$ cat src/rtl/uart_rx_fifo.sv
// UART receiver (8N1, LSB first) feeding a byte FIFO toward the command parser.
// Latency: byte visible on char_out the edge after its stop-bit sample (FIFO empty).
// Backpressure: valid/ready on the FIFO head; full FIFO drops the new byte and pulses overflow.
//
// Ports:
//   clk_in          sole clock, rising edge
//   rst_in          asynchronous active-high reset
//   rx_in           raw serial line, asynchronous to clk_in, idle high
//   char_out        byte at the FIFO head (combinational read of the head entry)
//   char_out_valid  FIFO non-empty
//   char_out_ready  consumer accepts the head byte this cycle
//   fifo_count      current occupancy, 0..FIFO_DEPTH
//   framing_err     one-cycle pulse: stop bit sampled low
//   overflow        one-cycle pulse: received byte dropped because the FIFO was full

module uart_rx_fifo #(
   parameter int BAUD_DIV   = 868,   // clock cycles per bit, >= 4
   parameter int FIFO_DEPTH = 16     // byte entries, power of 2, >= 2
) (
   input  logic                          clk_in,
   input  logic                          rst_in,
   input  logic                          rx_in,
   output logic [7:0]                    char_out,
   output logic                          char_out_valid,
   input  logic                          char_out_ready,
   output logic [$clog2(FIFO_DEPTH):0]   fifo_count,
   output logic                          framing_err,
   output logic                          overflow
);

   localparam int CW = $clog2(BAUD_DIV);
   localparam int AW = $clog2(FIFO_DEPTH);

   // Mid-bit point of the start bit, and last cycle of a full bit period.
   localparam logic [CW-1:0] HALF_LAST = CW'(BAUD_DIV / 2 - 1);
   localparam logic [CW-1:0] BIT_LAST  = CW'(BAUD_DIV - 1);
   localparam logic [AW:0]   DEPTH     = (AW + 1)'(FIFO_DEPTH);

   localparam logic [2:0] S_IDLE      = 3'd0;
   localparam logic [2:0] S_START     = 3'd1;
   localparam logic [2:0] S_DATA      = 3'd2;
   localparam logic [2:0] S_STOP      = 3'd3;
   localparam logic [2:0] S_WAIT_HIGH = 3'd4;

   // ------------------------------------------------------------------
   // Input synchronizer. Both flops reset high so a reset never looks
   // like a falling edge (start bit) on the line.
   // ------------------------------------------------------------------
   logic rx_meta;
   logic rx_s;

   always_ff @(posedge clk_in or posedge rst_in) begin
      if (rst_in) begin
         rx_meta <= 1'b1;
         rx_s    <= 1'b1;
      end else begin
         rx_meta <= rx_in;
         rx_s    <= rx_meta;
      end
   end

   // ------------------------------------------------------------------
   // Receiver
   // ------------------------------------------------------------------
   logic [2:0]    state;
   logic [CW-1:0] bit_cnt;
   logic [2:0]    bit_idx;
   logic [7:0]    shift_reg;

   logic stop_tick;
   logic push_req;
   logic stop_bad;

   // The stop sample is taken combinationally in the last cycle of the
   // stop bit so the FIFO write lands on that same edge.
   assign stop_tick = (state == S_STOP) && (bit_cnt == BIT_LAST);
   assign push_req  = stop_tick && rx_s;
   assign stop_bad  = stop_tick && !rx_s;

   always_ff @(posedge clk_in or posedge rst_in) begin
      if (rst_in) begin
         state     <= S_IDLE;
         bit_cnt   <= '0;
         bit_idx   <= '0;
         shift_reg <= '0;
      end else begin
         case (state)
            S_IDLE: begin
               if (!rx_s) begin
                  state   <= S_START;
                  bit_cnt <= '0;
               end
            end

            S_START: begin
               if (bit_cnt == HALF_LAST) begin
                  if (rx_s) begin
                     // Line already back high at mid start bit: a glitch.
                     state <= S_IDLE;
                  end else begin
                     state   <= S_DATA;
                     bit_cnt <= '0;
                     bit_idx <= '0;
                  end
               end else begin
                  bit_cnt <= bit_cnt + CW'(1);
               end
            end

            S_DATA: begin
               if (bit_cnt == BIT_LAST) begin
                  shift_reg[bit_idx] <= rx_s;
                  bit_cnt            <= '0;
                  if (bit_idx == 3'd7) begin
                     state <= S_STOP;
                  end else begin
                     bit_idx <= bit_idx + 3'd1;
                  end
               end else begin
                  bit_cnt <= bit_cnt + CW'(1);
               end
            end

            S_STOP: begin
               if (bit_cnt == BIT_LAST) begin
                  bit_cnt <= '0;
                  state   <= rx_s ? S_IDLE : S_WAIT_HIGH;
               end else begin
                  bit_cnt <= bit_cnt + CW'(1);
               end
            end

            S_WAIT_HIGH: begin
               // Hold off until the line idles so a break gives one error.
               if (rx_s) begin
                  state <= S_IDLE;
               end
            end

            default: begin
               state <= S_IDLE;
            end
         endcase
      end
   end

   // ------------------------------------------------------------------
   // FIFO
   // ------------------------------------------------------------------
   logic [7:0]    mem [FIFO_DEPTH];
   logic [AW-1:0] rd_ptr;
   logic [AW-1:0] wr_ptr;

   logic pop;
   logic push_ok;
   logic push_drop;

   assign char_out_valid = (fifo_count != '0);
   assign char_out       = mem[rd_ptr];
   assign pop            = char_out_valid && char_out_ready;

   // A full FIFO still accepts a byte when the head leaves in the same cycle.
   assign push_ok   = push_req && ((fifo_count < DEPTH) || pop);
   assign push_drop = push_req && !push_ok;

   // Storage carries no reset; char_out is only meaningful while valid.
   always_ff @(posedge clk_in) begin
      if (push_ok) begin
         mem[wr_ptr] <= shift_reg;
      end
   end

   always_ff @(posedge clk_in or posedge rst_in) begin
      if (rst_in) begin
         rd_ptr     <= '0;
         wr_ptr     <= '0;
         fifo_count <= '0;
      end else begin
         if (push_ok) begin
            wr_ptr <= wr_ptr + AW'(1);
         end
         if (pop) begin
            rd_ptr <= rd_ptr + AW'(1);
         end
         case ({push_ok, pop})
            2'b10:   fifo_count <= fifo_count + (AW + 1)'(1);
            2'b01:   fifo_count <= fifo_count - (AW + 1)'(1);
            default: fifo_count <= fifo_count;
         endcase
      end
   end

   // ------------------------------------------------------------------
   // Status pulses, registered so each is exactly one cycle wide.
   // ------------------------------------------------------------------
   always_ff @(posedge clk_in or posedge rst_in) begin
      if (rst_in) begin
         framing_err <= 1'b0;
         overflow    <= 1'b0;
      end else begin
         framing_err <= stop_bad;
         overflow    <= push_drop;
      end
   end

endmodule
$ cat config.mk
export PLATFORM = sky130hd
export DESIGN_NAME = uart_rx_fifo
export DESIGN_NICKNAME = d
export VERILOG_FILES = /design/src/rtl/uart_rx_fifo.sv
export SDC_FILE = /design/constraint.sdc
export NUM_CORES = 1
export LEC_CHECK = 0
export BUFFER_PORTS_ARGS = -buffer_cell sky130_fd_sc_hd__buf_2
export CORE_UTILIZATION = 45
export CTS_CLUSTER_SIZE = 30
export DETAILED_ROUTE_END_ITERATION = 8
export PLACE_DENSITY = 0.62
export SLEW_MARGIN = 10
export SYNTH_ARGS = -nofsm -noshare
export SYNTH_HDL_FRONTEND = slang
export SYNTH_SLANG_ARGS = --single-unit
export TNS_END_PERCENT = 5
$ cat constraint.sdc
create_clock -name clk_in -period 5.6 [get_ports clk_in]
set_input_delay 1.12 -clock clk_in [delete_from_list [all_inputs] [get_ports clk_in]]
set_output_delay 1.12 -clock clk_in [all_outputs]
set_load 0.01 [all_outputs]
* Yosys cells after proc, flatten, opt, wreduce, memory -nomap -nowiden
Memory sizes are Yosys's and may differ from the RTL's.
Index checks and enable logic that the tools add are counted.
** Word-level totals
- Register bits :: 41
- Bits in writable memories :: 128
- Input port bits :: 4
- Output and inout bits :: 16
- Word-level logic and storage cells :: 81
- Memories :: 1
** Memories
- mem :: depth 16, width 8, read ports 1, clocked after memory_dff 0, wr ports 1, RTL line 150 : logic [7:0] mem [FIFO_DEPTH];
** Cells by class
- $add $sub $neg :: 6
- Order comparisons :: 3
- Equal/unequal tests :: 17
- Multiplexer cells :: 24
- Reduce and logical (&&, ||, !) cells :: 19
** Operator list (count)
- two-way mux 3 bit :: 11
- two-way mux 10 bit :: 3
- one-hot mux 10 bit (3 select lines) :: 1
- one-hot mux 3 bit (5 select lines) :: 1
- inequality test 2 bit (second input constant) :: 7
- adder 10 x 1 -> 10 bit (second input constant) :: 1
- == test 10 bit (second input constant) :: 1
- == test 10 x 9 -> 1 bit (second input constant) :: 1
- one-hot mux 5 bit (2 select lines) :: 1
- adder 4 x 1 -> 4 bit (second input constant) :: 2
- bitwise mux 8 bit :: 1
- logical AND 1 bit :: 7
- == test 3 x 2 -> 1 bit (second input constant) :: 2
- == test 3 bit (second input constant) :: 2
- one-hot mux 3 bit (2 select lines) :: 1
- AND reduction 6 bit :: 1
- adder 5 x 1 -> 5 bit (second input constant) :: 1
- < comparator 5 bit (second input constant) :: 1
- AND reduction 5 bit :: 1
- nonzero test 5 bit :: 1
- subtractor 5 x 1 -> 5 bit (second input constant) :: 1
- < comparator 3 x 4 -> 1 bit (second input constant) :: 1
- nonzero test 2 bit :: 2
- adder 3 x 1 -> 3 bit (second input constant) :: 1
- other kinds (14) :: 17

* Logic depth before layout (Yosys ltp)
Gate-level depths: netlist of the first run.
- Depth in word-level cells :: 6
- Mapped depth :: 14
- Mapped depth without buffers :: 13

* Least setup slack after synthesis of the first run
Ideal clock, no wire load.
- Kind :: register -> output
- Start :: register rd_ptr[0]
- End :: output char_out[0]
- Arrival time :: 1.992 ns
- Data required time :: 4.480 ns
- Setup slack :: 2.488 ns
- Cell stages (with the launch flop) :: 5
- Path buffers :: 2
- Cell sequence :: dfrtp_1 > clkbuf_1 > buf_2 > mux4_2 > mux4_2
** Between the ends
- Word-level cells in the longest chain between the ends :: 1
** Ends and longest elaborated chain
- from (decl) :: RTL line 151 : logic [AW-1:0] rd_ptr;
- from (signal assigned) :: RTL line 183 : rd_ptr <= rd_ptr + AW'(1);
- memory read (16 x 8 bit)
- to (decl) :: RTL line 23 : output logic [7:0] char_out,
Every way passes these cells.

* Worst setup path after layout of the first run
- Start :: register rd_ptr[0]
- End :: output char_out[1]
The elaborated chain is that of the path after synthesis.

==> results.toml, run 1 <==
[synthesis]
synth_area_leaders = "edfxtp_1, dfrtp_1, mux4_2"
synthCells = 419
synth_flop_cell = "edfxtp_1"
synth.top_cell.area_share_pct = 54.1
async_flop_share_pct = 24.3
syn_avg_cell_area_um2 = 16.9
synth_largest_area_cell = "edfxtp_1"
syn_area_mm2 = 0.00710
synth.most_common_cell = "edfxtp_1"
ys_seq_elements = 169
seq_area_frac_synth_pct = 68.6
synth_cell_types = 49
synth_fp_nets = 437
synth_commonest_cells = "edfxtp_1, mux4_2, dfrtp_1"
synth_edf_count = 128
synth_warnings = 0

[die]
initial_core_util_pct = 46.4
ios = 20
die_h_um = 128
fp-row-count = 45
dieArea_mm2 = 0.0163
die_x_um = 128
core_area_mm2 = 0.0153

[power]
intPower_uw = 2180
total_power_uw = 2940
p_seq_share_pct = 50.6
p_leak_uw = 0.00314
peakVddDrop_v = 0.000217
switchingPower_uw = 763
pwr-share-clk_pct = 37.3
swShare_pct = 25.9
p_comb_share_pct = 12.1
power_density_mw_per_mm2 = 369

[clock_network]
cts_sinks = 169
cts_tree = "done"
cts-root-buf = "clkbuf_16"
cts_setup_buffers = 0
holdBufCountCts = 0
clk_pin_slew_ps = 60
clk-insertion-delay-late_ps = 420
cts_resized = 0
numCtsBuffers = 17
cts.htree.levels = 4
cts_buffer_depth = 2

[layout]
syn_to_final_growth_pct = 12.3
largest_reg_flops = 128
fin_util_pct = 52.1
nFillCells = 1253
insertedDiodeCount = 0
layout.nets = 457
drive_gt1_share_pct = 25.0

[detailed_routing]
first_pass_iters = 5
via_per_inst = 5.51
ant_nets = 0
wire_per_inst_um = 19.6
wirelength_mm = 13.0
remaining_drc_errors = 0
num_vias = 3650
drtIter0Drc = 314

[global_route]
antenna_found_initial = 0
grtUsageTotal_pct = 17.4
grt_pass1_vias = 3539
grt_pass1_wl_mm = 20.6
grt_overflow_total = 0
grt_max_degree = 42

[placed_design]
place_hpwl_mm = 8.33
place_congestion = 0.799
pre_cts_slack_ps = 2030
io_buffers = 19

[setup_path]
critical_path_arrival_ps = 2790
crit_fanout = 20
critPathRequiredTime_ps = 4480
path_class = "register to primary output"
start_kind = "register"
end_kind = "primary output"

[timing]
max_freq_ghz = 0.256
fin_crit_sh_pct = 69.9
drv_slew = 0
rsz0062_at_grt = "no"
worst_pin_slew_ps = 1010
min_period_ps = 3910
slew_headroom_pct = 32.5
fin_tns_setup_ps = 0
hold_viol_final = 0
worst_clock_skew_ps = 10.6
setup_slack_ps = 1690
setup_viol = 0

[run_status]
status = "finished, final reports clean"

[job]
maxCapViolCount = 0

[min_path]
hp-class = "register to register"
[cell usage in the layout (no fill, tap or decap), drive strengths merged, types with 2 or more instances in the layout]
cell / count
edfxtp: 128
mux4: 40
dfrtp: 39
buf: 23
nor2: 22
clkbuf: 19
nand2: 18
inv: 17
nand3: 13
ha: 13
mux2: 10
a21oi: 10
nor3: 10
o21ai: 9
xnor2: 8
nand2b: 6
a31oi: 6
nor3b: 6
clkinv: 5
or3: 4
and3: 4
clkinvlp: 4
nor2b: 3
o31ai: 3
xor2: 3
nand3b: 3
nand4: 3
a22o: 2
a311oi: 2
dfstp: 2
[per-stage QoR]
stage | instances | hold WS (ps) | cell area [µm²]
after floorplan | 419 | 345 | 7100
final | 663 | 361 | 7970
after CTS | 663 | 363 | 7970
after global routing | 663 | 361 | 7970
after global placement | 631 | 346 | 7420
after detailed placement | 631 | 350 | 7420
[power groups by stage]
stage / combinational, µW / clock (µW) / sequential (µW)
after global placement: 360 / 0 / 1520
after CTS: 365 / 1120 / 1500
after detailed placement: 365 / 0 / 1520
final: 356 / 1100 / 1490
after global routing: 393 / 1160 / 1500
after floorplan: 355 / 0 / 1430
[critical path, stage by stage (launching register included)]
cell and delay [ps]:
dfrtp_2 700, buf_4 470, mux4_2 580, mux4_2 470, buf_2 150
[logic make-up after synthesis]
kind of cell / synth area share, %
and+or+nand+nor: 7.40
AOI/OAI and AO/OA: 3.58
muxes: 14.4
xor gates and xnor gates: 1.36
buffers and inverters: 2.04
adders and majority gates: 2.57
DFF: 68.6
[final cells by class]
cell class | count | area (µm²) | share of cell area [%]
flip-flops and latches | 169 | 4870 | 61.1
repair buffers | 23 | 125 | 1.57
clock inverters | 13 | 123 | 1.54
clock buffers | 19 | 433 | 5.43
inverters | 14 | 52.6 | 0.659
multi-input cells | 214 | 2100 | 26.4
well taps | 211 | 264 | 3.31
[final timing paths]
check | start | endpoint | slack (ps) | cells after the start
hold / removal | rx_meta$_DFF_PP1_ | rx_s$_DFF_PP1_ | 360 | 0
hold reg to reg | rx_meta$_DFF_PP1_ | rx_s$_DFF_PP1_ | 360 | 0
setup reg to reg | bit_cnt[1]$_DFFE_PP0P_ | fifo_count[4]$_DFFE_PP0P_ | 2070 | 12
setup / recovery | rd_ptr[0]$_DFFE_PP0P_ | char_out[1] | 1690 | 4
max in group asynchronous | rst_in | rd_ptr[0]$_DFFE_PP0P_ | 4360 | 3
min in group asynchronous | rst_in | bit_cnt[8]$_DFFE_PP0P_ | 830 | 3
[metal layers]
metal	vias to the layer above	GRT usage (%)	wire (µm)
met1	1889	23.7	5960
met2	81	27.4	6400
met5	-	0	0
met4	0	5.61	147
li1	1671	-	-
met3	9	4.56	501
Power figures use the tool's default switching activity.
==> run 2: changes to the inputs <==
- PLACE_DENSITY: 0.62 -> 0.64
- clock period: 5.6 -> 3.4 ns (I/O delays scaled with it)
==> results.toml, run 2 (same netlist as run 1, synthesis figures left out) <==
[setup_path]
end_kind = "primary output"
crit_chain = "buf_4 > mux4_2 > mux4_2 > buf_2"
critPathMaxStageDelay_ps = 560
critical_path_arrival_ps = 2440
crit_path_frequent_cell = "mux4_2"
crit_fanout = 9
critPathRequiredTime_ps = 2720
crit_path_top_delay_cell = "dfrtp_2"
path_class = "register to primary output"
start_kind = "register"

[die]
die_x_um = 128
fp-row-count = 45
initial_core_util_pct = 46.4
ios = 20
dieArea_mm2 = 0.0163
core_area_mm2 = 0.0153
die_h_um = 128

[layout]
largest_reg_flops = 128
instances_no_fill = 684
drive_gt1_share_pct = 27.7
layout_commonest_cell = "edfxtp_1"
insertedDiodeCount = 0
final_cell_mix = "edfxtp_1, mux4_2, dfrtp_1"
ff_latch_area_mm2 = 0.00487
multiInputGateArea_mm2 = 0.00208
nFillCells = 1228
syn_to_final_growth_pct = 14.6
layout.nets = 478

[timing]
setup_slack_ps = 280
slew_headroom_pct = 32.7
worst_pin_slew_ps = 1010
worst_clock_skew_ps = 7.71
fin_crit_sh_pct = 91.8
max_freq_ghz = 0.321
rsz0062_at_grt = "no"
fin_tns_setup_ps = 0
holdWs_ps = 356
min_period_ps = 3120
drv_slew = 0
hold_viol_final = 0
setup_viol = 0

[clock_network]
clk-insertion-delay-late_ps = 420
numCtsBuffers = 17
cts_setup_buffers = 0
cts_buffer_depth = 2
cts.htree.levels = 4
holdBufCountCts = 0
cts_resized = 0
cts_sinks = 169
cts-root-buf = "clkbuf_16"
cts_tree = "done"
clk_pin_slew_ps = 60

[detailed_routing]
num_vias = 3720
remaining_drc_errors = 0
wire_per_inst_um = 18.9
wirelength_mm = 13.0
drtIter0Drc = 311
via_per_inst = 5.44
first_pass_iters = 4
ant_nets = 0

[power]
peakVddDrop_v = 0.000353
total_power_uw = 4930
intPower_uw = 3630
p_leak_uw = 0.00325
pwr-share-clk_pct = 37.3
p_seq_share_pct = 48.6
power_density_mw_per_mm2 = 605
p_comb_share_pct = 14.1
swShare_pct = 26.3
switchingPower_uw = 1290

[global_route]
antenna_found_initial = 0
grt_max_degree = 36
grt_pass1_wl_mm = 21.1
grt_pass1_vias = 3754
grtUsageTotal_pct = 17.6
grt_overflow_total = 0

[min_path]
hp-class = "register to register"

[job]
maxCapViolCount = 0

[run_status]
status = "finished, final reports clean"

[placed_design]
dp.cells = 652
place_hpwl_mm = 8.71
place_congestion = 0.816
io_buffers = 19
pre_cts_slack_ps = 438
## run 2: worst max-delay path, delay by kind of cell, from the launching register on
family	cells	cell delay [ps]
buf+inv	2	440
flops	1	560
mux	2	1020
## run 2: routing by layer
layer / vias up / global-route usage, % / wire length [µm]
met5: - / 0 / 0
met4: 0 / 6.85 / 163
met3: 12 / 3.48 / 349
met2: 56 / 28.6 / 6550
met1: 1933 / 23.7 / 5890
li1: 1719 / - / -
## run 2: power groups by stage
stage / clock network [µW] / registers, µW / logic (µW)
finish: 1840 / 2390 / 693
global route: 1960 / 2410 / 770
CTS: 1870 / 2400 / 703
detailed placement: 0 / 2440 / 704
global placement: 0 / 2440 / 694
floorplan: 0 / 2350 / 585
## run 2: area by class of cell
cell class | count | area share (%)
Clock buffer | 18 | 5.28
Sequential cell | 169 | 59.9
Clock inverter | 14 | 1.71
Tap cell | 211 | 3.25
Timing Repair Buffer | 44 | 3.63
Inverter | 14 | 0.646
Multi-Input combinational cell | 214 | 25.6
## run 2: final timing paths
path                                   startpoint                        end  slack (ps)  cells after the start
max                         rd_ptr[0]$_DFFE_PP0P_                char_out[2]         280                      4
max in group asynchronous                  rst_in     bit_idx[2]$_DFFE_PP0P_        2120                      3
min                             rx_meta$_DFF_PP1_             rx_s$_DFF_PP1_         360                      0
min in group asynchronous                  rst_in         overflow$_DFF_PP0_         500                      2
min reg2reg                     rx_meta$_DFF_PP1_             rx_s$_DFF_PP1_         360                      0
max reg2reg                bit_cnt[0]$_DFFE_PP0P_  fifo_count[4]$_DFFE_PP0P_         370                     12
## run 2: metrics by stage
step / utilization [%] / instance area (µm²)
2_1_floorplan: - / 7100
3_3_place_gp: 49.4 / 7570
3_5_place_dp: 49.4 / 7570
4_1_cts: 53.1 / 8140
5_1_grt: 53.1 / 8140
6_report: 53.1 / 8140
==> run 3: changes to the inputs <==
- PLACE_DENSITY: 0.64 -> unset
==> results.toml, run 3 (same netlist as run 1, synthesis figures left out) <==
[clock_network]
cts_tree = "done"
cts.htree.levels = 4
cts_resized = 0
holdBufCountCts = 0
cts-root-buf = "clkbuf_16"
numCtsBuffers = 17
cts_setup_buffers = 0
clk_pin_slew_ps = 60
cts_sinks = 169
clk-insertion-delay-late_ps = 420
cts_buffer_depth = 2

[die]
fp-row-count = 45
die_h_um = 128
die_x_um = 128
initial_core_util_pct = 46.4
dieArea_mm2 = 0.0163
core_area_mm2 = 0.0153
ios = 20

[global_route]
grt_max_degree = 36
grtUsageTotal_pct = 17.8
grt_overflow_total = 0
antenna_found_initial = 0
grt_pass1_vias = 3730
grt_pass1_wl_mm = 20.9

[layout]
layout.nets = 476
insertedDiodeCount = 0
layout_commonest_cell = "edfxtp_1"
final_cell_mix = "edfxtp_1, mux4_2, dfrtp_1"
syn_to_final_growth_pct = 15.8
largest_reg_flops = 128
drive_gt1_share_pct = 27.2

[power]
power_density_mw_per_mm2 = 636
peakVddDrop_v = 0.000350
p_leak_uw = 0.00329

[detailed_routing]
drtIter0Drc = 167
via_per_inst = 5.41
first_pass_iters = 5
wirelength_mm = 13.1
num_vias = 3688
remaining_drc_errors = 0
wire_per_inst_um = 19.3
ant_nets = 0

[setup_path]
path_class = "register to register"
r2r_setup_slack_ps = 370
critical_path_arrival_ps = 3380
critPathRequiredTime_ps = 3750
end_kind = "register"
r2r_start = "bit_cnt[1]$_DFFE_PP0P_"
start_kind = "register"
crit_fanout = 6
ff2ff_path_depth = 12
worstReg2RegEnd = "fifo_count[4]$_DFFE_PP0P_"

[timing]
worst_clock_skew_ps = 6.86
slew_headroom_pct = 50.8
worst_pin_slew_ps = 735
min_period_ps = 3030
max_freq_ghz = 0.330
rsz0062_at_grt = "no"
hold_viol_final = 0
fin_tns_setup_ps = 0
drv_slew = 0
setup_slack_ps = 367
fin_crit_sh_pct = 89.2
setup_viol = 0

[run_status]
status = "finished, final reports clean"

[placed_design]
place_hpwl_mm = 8.75
io_buffers = 19
place_congestion = 0.873
pre_cts_slack_ps = 435

[min_path]
hp-class = "input port to async pin"

[job]
maxCapViolCount = 0
## run 3: worst max-delay path by stage
stage | start | endpoint | slack, ps | depth (start not counted)
floorplan | bit_cnt[2]$_DFFE_PP0P_ | fifo_count[4]$_DFFE_PP0P_ | 470 | 12
global placement | bit_cnt[0]$_DFFE_PP0P_ | fifo_count[4]$_DFFE_PP0P_ | 530 | 12
detailed placement | bit_cnt[0]$_DFFE_PP0P_ | fifo_count[4]$_DFFE_PP0P_ | 430 | 12
CTS | rd_ptr[0]$_DFFE_PP0P_ | char_out[7] | 350 | 4
global route | bit_cnt[0]$_DFFE_PP0P_ | fifo_count[4]$_DFFE_PP0P_ | 90 | 12
finish | bit_cnt[1]$_DFFE_PP0P_ | fifo_count[4]$_DFFE_PP0P_ | 370 | 12
## run 3: cell type report
type                       count  area (µm²)
clock buffer                  22         485
timing repair buffer          42         280
tap                          211         264
sequential                   169        4870
fill                        1273        7090
inverter                      14        52.6
multi-input combinational    214        2080
clock inverter                10         186
## run 3: report_power, final
part | switching [µW] | internal (µW)
registers | 106 | 2260
logic | 362 | 346
clock network | 769 | 1390
total | 1240 | 3990
## run 3: per-layer routing
metal  global-route usage [%]  up-vias  part of all wire [%]
met5                        0        -                     0
met4                     7.89        0                   1.5
met3                     3.85       13                   3.0
met2                     28.5       80                    51
met1                     23.5     1883                    45
li1                         -     1712                     -
## run 3: metrics by stage
| step | hold WS, ps | area (µm²) | power [µW] | instances | util, % |
|---|---|---|---|---|---|
| 3_5_place_dp | 348 | 7550 | 3140 | 650 | 49.3 |
| 6_report | 208 | 8220 | 5230 | 682 | 53.7 |
| 2_1_floorplan | 345 | 7100 | 2930 | 419 | - |
| 3_3_place_gp | 348 | 7550 | 3130 | 650 | 49.3 |
| 5_1_grt | 232 | 8220 | 5440 | 682 | 53.7 |
| 4_1_cts | 210 | 8220 | 5290 | 682 | 53.7 |
## run 3: critical path, stage by stage, from the launching register on
cell      delay, ps
dfrtp_1         420
ha_1            250
nor4bb_1        330
nor3b_2         260
nor3b_4         220
inv_1            60
ha_1            230
ha_1            330
nor2b_1         150
o21ai_0         210
a21oi_1         100
nor3_1          250
xnor2_1         150
